### src/rtl/uart_tx_fifo_serializer.sv
// ---------------------------------------------------------------------------
// uart_tx_fifo_serializer
//
// Byte-oriented UART transmitter with an internal TX FIFO. Bytes arrive on a
// valid/ready write port, are queued, and are sent LSB first as asynchronous
// frames (start bit, 8 data bits, STOP_BITS stop bits). Frames from a
// non-empty FIFO follow each other with no idle gap.
//
// Optional feature (compile-time macro UART_TX_PARITY_EN):
//   defined   - an even-parity bit is inserted between the data and stop bits
//   undefined - plain 8N1 / 8N2 framing
//
// Parameters:
//   CLK_HZ      system clock frequency in Hz
//   BAUD        line bit rate
//   FIFO_DEPTH  FIFO entries, power of two in 2..256
//   STOP_BITS   1 or 2
//
// Ports:
//   clk         system clock, rising edge
//   rst         asynchronous active-high reset
//   wr_en       write strobe; byte accepted when wr_en && wr_ready
//   wr_data     byte to enqueue
//   wr_ready    FIFO not full
//   fifo_count  bytes queued, excluding the byte on the line
//   tx_busy     high while a frame is on the line
//   overflow    sticky; set by a write attempt while full
//   uart_tx     registered serial output, idles high
// ---------------------------------------------------------------------------
module uart_tx_fifo_serializer #(
    parameter int CLK_HZ     = 50_000_000,
    parameter int BAUD       = 115200,
    parameter int FIFO_DEPTH = 16,
    parameter int STOP_BITS  = 1
) (
    input  logic                          clk,
    input  logic                          rst,
    input  logic                          wr_en,
    input  logic [7:0]                    wr_data,
    output logic                          wr_ready,
    output logic [$clog2(FIFO_DEPTH):0]   fifo_count,
    output logic                          tx_busy,
    output logic                          overflow,
    output logic                          uart_tx
);

    // Rounded clock cycles per bit.
    localparam int DIV = (CLK_HZ + BAUD / 2) / BAUD;
    localparam int CW  = (DIV > 2) ? $clog2(DIV) : 1;
    localparam int PW  = (FIFO_DEPTH > 2) ? $clog2(FIFO_DEPTH) : 1;
    localparam int NW  = $clog2(FIFO_DEPTH) + 1;

    if (DIV < 2) begin : g_div_check
        $error("uart_tx_fifo_serializer: baud divisor must be at least 2");
    end
    if (STOP_BITS != 1 && STOP_BITS != 2) begin : g_stop_check
        $error("uart_tx_fifo_serializer: STOP_BITS must be 1 or 2");
    end
    if (FIFO_DEPTH < 2 || FIFO_DEPTH > 256 ||
        (FIFO_DEPTH & (FIFO_DEPTH - 1)) != 0) begin : g_depth_check
        $error("uart_tx_fifo_serializer: FIFO_DEPTH must be a power of two in 2..256");
    end

`ifdef UART_TX_PARITY_EN
    typedef enum logic [2:0] {S_IDLE, S_START, S_DATA, S_PARITY, S_STOP} state_t;
`else
    typedef enum logic [1:0] {S_IDLE, S_START, S_DATA, S_STOP} state_t;
`endif

    state_t          r_state;
    state_t          w_state_next;
    logic [CW-1:0]   r_baud_cnt;
    logic            w_bit_done;
    logic [2:0]      r_bit_idx;
    logic [2:0]      w_bit_idx_next;
    logic [7:0]      r_shreg;
    logic [7:0]      w_shreg_next;
    logic            r_uart_tx;
    logic            w_tx_next;
`ifdef UART_TX_PARITY_EN
    logic            r_parity;
    logic            w_parity_next;
`endif

    logic [7:0]      r_mem [FIFO_DEPTH];
    logic [PW-1:0]   r_wptr;
    logic [PW-1:0]   r_rptr;
    logic [NW-1:0]   r_count;
    logic            r_overflow;
    logic            w_push;
    logic            w_pop;
    logic            w_fifo_has;
    logic [7:0]      w_rd_data;

    // Full/empty come from the occupancy count, so pointer equality is never
    // ambiguous. A pop in the same cycle does not make room for a write.
    assign wr_ready   = (r_count != NW'(FIFO_DEPTH));
    assign w_push     = wr_en && wr_ready;
    assign w_fifo_has = (r_count != '0);
    assign w_rd_data  = r_mem[r_rptr];
    assign w_bit_done = (r_baud_cnt == CW'(DIV - 1));

    // ------------------------------------------------------------------
    // FSM state register
    // ------------------------------------------------------------------
    // NOTE: sequential state uses non-blocking assignments so every register
    // samples the pre-edge values and simulation order cannot matter.
    always_ff @(posedge clk or posedge rst) begin
        if (rst) begin
            r_state <= S_IDLE;
        end else begin
            r_state <= w_state_next;
        end
    end

    // ------------------------------------------------------------------
    // FSM next-state, pop request and next line value
    // ------------------------------------------------------------------
    // NOTE: every signal written here gets a default first, so no path can
    // leave one unassigned and infer a latch.
    always_comb begin
        w_state_next   = r_state;
        w_pop          = 1'b0;
        w_shreg_next   = r_shreg;
        w_bit_idx_next = r_bit_idx;
        w_tx_next      = 1'b1;
`ifdef UART_TX_PARITY_EN
        w_parity_next  = r_parity;
`endif

        case (r_state)
            S_IDLE: begin
                if (w_fifo_has) begin
                    w_pop        = 1'b1;
                    w_shreg_next = w_rd_data;
`ifdef UART_TX_PARITY_EN
                    w_parity_next = ^w_rd_data;
`endif
                    w_state_next = S_START;
                end
            end
            S_START: begin
                if (w_bit_done) begin
                    w_state_next   = S_DATA;
                    w_bit_idx_next = 3'd0;
                end
            end
            S_DATA: begin
                if (w_bit_done) begin
                    w_shreg_next = {1'b0, r_shreg[7:1]};
                    if (r_bit_idx == 3'd7) begin
`ifdef UART_TX_PARITY_EN
                        w_state_next = S_PARITY;
`else
                        w_state_next = S_STOP;
`endif
                        w_bit_idx_next = 3'd0;
                    end else begin
                        w_bit_idx_next = r_bit_idx + 3'd1;
                    end
                end
            end
`ifdef UART_TX_PARITY_EN
            S_PARITY: begin
                if (w_bit_done) begin
                    w_state_next   = S_STOP;
                    w_bit_idx_next = 3'd0;
                end
            end
`endif
            S_STOP: begin
                if (w_bit_done) begin
                    w_bit_idx_next = 3'd0;
                    if (r_bit_idx == 3'(STOP_BITS - 1)) begin
                        // Chain straight into the next start bit when data waits.
                        if (w_fifo_has) begin
                            w_pop        = 1'b1;
                            w_shreg_next = w_rd_data;
`ifdef UART_TX_PARITY_EN
                            w_parity_next = ^w_rd_data;
`endif
                            w_state_next = S_START;
                        end else begin
                            w_state_next = S_IDLE;
                        end
                    end else begin
                        w_bit_idx_next = r_bit_idx + 3'd1;
                    end
                end
            end
            default: w_state_next = S_IDLE;
        endcase

        // The line is registered from the next state so it changes on the
        // same edge as the state itself.
        case (w_state_next)
            S_START:  w_tx_next = 1'b0;
            S_DATA:   w_tx_next = w_shreg_next[0];
`ifdef UART_TX_PARITY_EN
            S_PARITY: w_tx_next = w_parity_next;
`endif
            default:  w_tx_next = 1'b1;
        endcase
    end

    // ------------------------------------------------------------------
    // Bit timing, shift register and line register
    // ------------------------------------------------------------------
    always_ff @(posedge clk or posedge rst) begin
        if (rst) begin
            r_baud_cnt <= '0;
            r_bit_idx  <= 3'd0;
            r_shreg    <= 8'h00;
            r_uart_tx  <= 1'b1;
`ifdef UART_TX_PARITY_EN
            r_parity   <= 1'b0;
`endif
        end else begin
            if (r_state == S_IDLE || w_bit_done) begin
                r_baud_cnt <= '0;
            end else begin
                r_baud_cnt <= r_baud_cnt + CW'(1);
            end
            r_bit_idx <= w_bit_idx_next;
            r_shreg   <= w_shreg_next;
            r_uart_tx <= w_tx_next;
`ifdef UART_TX_PARITY_EN
            r_parity  <= w_parity_next;
`endif
        end
    end

    // ------------------------------------------------------------------
    // FIFO storage
    // ------------------------------------------------------------------
    // NOTE: the storage array has no reset; an entry is only read after it
    // has been written, and leaving it unreset lets it map onto RAM.
    always_ff @(posedge clk) begin
        if (w_push) begin
            r_mem[r_wptr] <= wr_data;
        end
    end

    always_ff @(posedge clk or posedge rst) begin
        if (rst) begin
            r_wptr     <= '0;
            r_rptr     <= '0;
            r_count    <= '0;
            r_overflow <= 1'b0;
        end else begin
            // Power-of-two depth: pointers wrap naturally.
            if (w_push) r_wptr <= r_wptr + PW'(1);
            if (w_pop)  r_rptr <= r_rptr + PW'(1);
            case ({w_push, w_pop})
                2'b10:   r_count <= r_count + NW'(1);
                2'b01:   r_count <= r_count - NW'(1);
                default: r_count <= r_count;
            endcase
            if (wr_en && !wr_ready) r_overflow <= 1'b1;
        end
    end

    assign fifo_count = r_count;
    assign tx_busy    = (r_state != S_IDLE);
    assign overflow   = r_overflow;
    assign uart_tx    = r_uart_tx;

endmodule

### config.mk
export PLATFORM = sky130hd
export DESIGN_NAME = uart_tx_fifo_serializer
export DESIGN_NICKNAME = d
export VERILOG_FILES = /design/src/rtl/uart_tx_fifo_serializer.sv
export SDC_FILE = /design/constraint.sdc
export NUM_CORES = 1
export LEC_CHECK = 0
export ABC_AREA = 1
export CORE_UTILIZATION = 61
export CTS_CLUSTER_SIZE = 16
export DETAILED_ROUTE_END_ITERATION = 6
export GPL_TIMING_DRIVEN = 0
export PLACE_DENSITY_LB_ADDON = 0.2
export SYNTH_ARGS = -nofsm -noshare
export SYNTH_HDL_FRONTEND = slang
export SYNTH_SLANG_ARGS = --single-unit
### constraint.sdc
create_clock -name clk -period 2.8 [get_ports clk]
set_input_delay 0.84 -clock clk [delete_from_list [all_inputs] [get_ports clk]]
set_output_delay 0.84 -clock clk [all_outputs]
set_load 0.005 [all_outputs]
==> results by stage <==
Power and ir drop:
- The leakage power of the design is 3.391 nW.
- The peak supply drop is 0.0006474 V.
- The ratio of total power to cell area is slightly above 700 nW/um^2.

Routing:
- The final routed DRC violation total is 0.
- Across all layers, the routed design uses 5349 vias.
- The via-per-instance ratio is 5.990.
- The first detailed-routing pass ran for 5 iterations.
- The number of violations reported at the end of detailed-routing iteration 0 is between 600 and 700.
- In the final routed layout, each cell accounts on average for 19.25 um.
- The wire length after detailed routing is 17.19 mm.
- The remaining antenna violation count is 0.

Die:
- The width of the die is 112.4 um.
- The core footprint is 11660 um^2.
- The number of ports placed on the die boundary is 20.
- The die is approximately 110 um tall.
- The die area is about 13000 um^2.
- In this run the core area contains 39 standard-cell rows.
- Once the floorplan was initialized, standard cells occupied between 60 and 70% of the core.

Finish:
- The layout has roughly 770 filler cells.
- The antenna cell count is 0.
- The final cell utilization of the core is 72.42%.
- The fraction of layout cells with a size suffix above 1 is 10.80%.
- Summing all multi-input logic gate instances after layout gives 2381 um^2.
- The finished cells cover 8446 um^2.
- The final-stage net count is 770.
- Relative to the synthesized area, the layout overhead comes to 13.50%.
- The sequential cell area is 4772 um^2.
- The non-filler instance count after layout is a little under 900.

Synth:
- The number of distinct library cells after synthesis is 38.
- The number of synthesized flops with an enable pin is 128.
- The average footprint of a synthesized cell is around 11 um^2.
- After synthesis the cells add up to 7441 um^2.
- For this run, the leading register cell type out of synthesis is edfxtp_1.
- The register area share after synthesis is between 60% and 70%.
- The proportion of netlist area held by the largest area contributor is 51.66%.
- Counting flops with an async set or reset pin after synthesis yields a share of 22.42%.
- By area the synthesized netlist is led by edfxtp_1 (52%), dfrtp_1 (12%), nand2_1 (8.7%), nand3_1 (6.8%), ha_1 (3.4%).
- Yosys printed 0 warnings.
- The number of standard cells after synthesis is 698.
- Counting flops and latches in the post-synthesis netlist gives 165.
- The net count of the mapped netlist is 730.
- The most repeated cell in the gate-level netlist after synthesis is nand2_1.
- The synthesized design spends more area on one cell type than any other, namely edfxtp_1.
- By count the netlist is led by nand2_1 (173), edfxtp_1 (128), nand3_1 (101).

Clocking:
- The buffer levels on the longest clock path is 2.
- TritonCTS built the clock tree.
- The CTS root buffer is clkbuf_16.
- The total clock buffers created by CTS is 17.
- The number of hold-repair buffers added at the cts stage is 0.
- The clock slew at the register clock pins of the worst setup and hold paths is about 0.060 ns.
- The H-tree depth is 4.
- The clock latency on the worst-skew pair is 0.42 ns.
- Counting every sink on the clock net gives 165.

Critical path:
- The startpoint type of the worst setup path is a flop.
- The signal on the critical path passes through nor2_1 -> nand3_2 -> nand2_1 -> nor2_1 -> nand2_1 -> nand2_2 -> nand2_2 -> inv_4 -> ha_4 -> fa_1 -> a21oi_2 -> o21ai_0 -> a21oi_1 -> o21ai_0 -> xor2_1.
- The kind of critical path is reg -> reg.
- Data arrives at the worst endpoint at 3.04 ns.
- STA classifies the critical path endpoint as a flop.
- The number of cells on the worst reg-to-reg path is 15.
- In this run the worst path has a maximum fanout of 6.
- At the worst endpoint, the required time is around 3.1 ns.
- The stage delay of the slowest cell on the critical path is 0.46 ns.
- The standard cell with the maximum stage delay on the critical path is dfrtp_1.

STA:
- The total count of max-transition violations in the final report came to 0.
- The time the final worst path needs with I/O delays and setup is approximately 2.8 ns.
- On the final layout, the worst clock skew is 0.009403 ns.
- The post-route worst hold slack is 0.4672 ns.
- After layout, the worst setup slack is 0.04579 ns.
- At the pin with the least slew margin, the transition time is 1.099 ns.
- Setup violations remaining at the end of the flow were counted as 0.
- Headroom to the max-slew limit came out at a little over a quarter.
- The number of hold-slack violations in the final timing report is 0.
- Setup repair after global routing could not meet its margin everywhere.
- For this run, the top clock speed supported by timing is between 0.3 and 0.4 GHz.
- In the finished design, the share of the clock period the worst path needs comes to a little over nine tenths.

Outcome:
- The flow ran to the end, and the final reports show no timing, DRC or antenna violations.

Hold path:
- The path class of the tightest hold or removal check is reg -> reg.
- Along the worst hold path, the cell count comes to 1.

Place:
- The HPWL after detailed placement is ~11 mm.
- The worst-case setup slack after placement is -0.1816 ns.
- The quantity of I/O buffers inserted on ports is 19.
- Summing all placed instances gives a cell area of 7810 um^2.
- The congestion estimate from routability-driven global placement came to 0.9121.
- Once placement completed, the tool counted placed cells totaling 860.

GRT:
- The combined global-route utilization of all metal layers is slightly below 30%.
- The initial antenna violation count was 0.
- The overall overflow remaining after global route is 0.
- The number of global-route vias before repair is 5271.
- Entering global routing, the biggest net connects 38 pins.
- The first-pass GRT wire length is 27.40 mm.

Run:
- The tool flagged a number of max-cap violations equal to 0.
## critical path, delay by kind of cell (launching register included)
family / cells / cell delay (ns)
compound gates: 4 / 0.55
xor+xnor: 1 / 0.17
fa+ha+maj: 2 / 0.61
buf+inv: 1 / 0.08
flops: 1 / 0.46
simple gates: 7 / 0.76
## cells by family (layout without fill, tap and decap cells)
group | after synthesis | in the layout | synth area share (%)
AOI/OAI and AO/OA | 64 | 64 | 4.994
xor gates and xnor gates | 8 | 8 | 0.9417
adders and majority gates | 21 | 21 | 3.632
buffers and inverters | 73 | 125 | 4.271
DFF | 165 | 165 | 64.12
and+or+nand+nor | 367 | 367 | 22.04
## state kept, by name (all words and copies together) (netlist names)
register / cells
fifo_count: 5
uart_tx: 1
r_state: 2
r_shreg: 8
r_bit_idx: 3
r_wptr: 4
r_mem: 128
r_baud_cnt: 9
overflow: 1
r_rptr: 4
## stage by stage
step                      setup TNS [ns]  total power, W
after CTS                              0        0.006033
after detailed placement          -13.01        0.003736
after global routing             -0.1389        0.006231
final                                  0        0.006052
after floorplan                        0        0.003426
after global placement            -6.801        0.003688
## report_power, final
group / switching [W] / internal (W)
registers: 0.000118 / 0.00291
logic: 0.000452 / 0.000238
clock network: 0.000930 / 0.00141
## layout make-up
| cell class | instances | share of cell area, % |
|---|---|---|
| repair buffers | 21 | 2.430 |
| well taps | 143 | 2.119 |
| inverters | 48 | 2.163 |
| multi-input cells | 460 | 28.19 |
| clock inverters | 11 | 1.793 |
| flip-flops and latches | 165 | 56.50 |
| clock buffers | 20 | 5.170 |
| plain buffers | 25 | 1.630 |
## final timing paths
kind	slack, ns	from	end
min	0.47	overflow	overflow
min in group asynchronous	0.87	rst	r_wptr[2]
max in group asynchronous	1.37	rst	r_state[0]
max	0.05	fifo_count[0]	fifo_count[4]
max reg2reg	0.05	fifo_count[0]	fifo_count[4]
min reg2reg	0.47	overflow	overflow
## placed cells by master, fill, tap and decap left out, types with 7 or more instances in the layout
cell type,count
ha_1,18
nand3_1,100
clkbuf_16,17
nand2_2,7
a21oi_1,13
o21ai_1,18
o211ai_1,7
nand2_1,173
xor2_1,7
o21ai_0,18
nor2_1,56
clkdlybuf4s50_1,19
buf_2,14
dfrtp_1,35
edfxtp_1,128
inv_1,41
buf_4,9
## repair_timing
action                     in CTS  in global routing
gates resized for setup         3                  5
setup endpoints to repair       1                  3
buffers inserted                0                  2
pin swaps                       0                  1
## layer usage
layer / up-vias / track usage, % / routed length [um]
met4: 0 / 14.13 / 507
met2: 305 / 45.63 / 8214
met5: - / 0 / 0
li1: 2478 / - / -
met1: 2530 / 39.26 / 6773
met3: 36 / 7.019 / 1695
(Power assumes the default switching activity.)
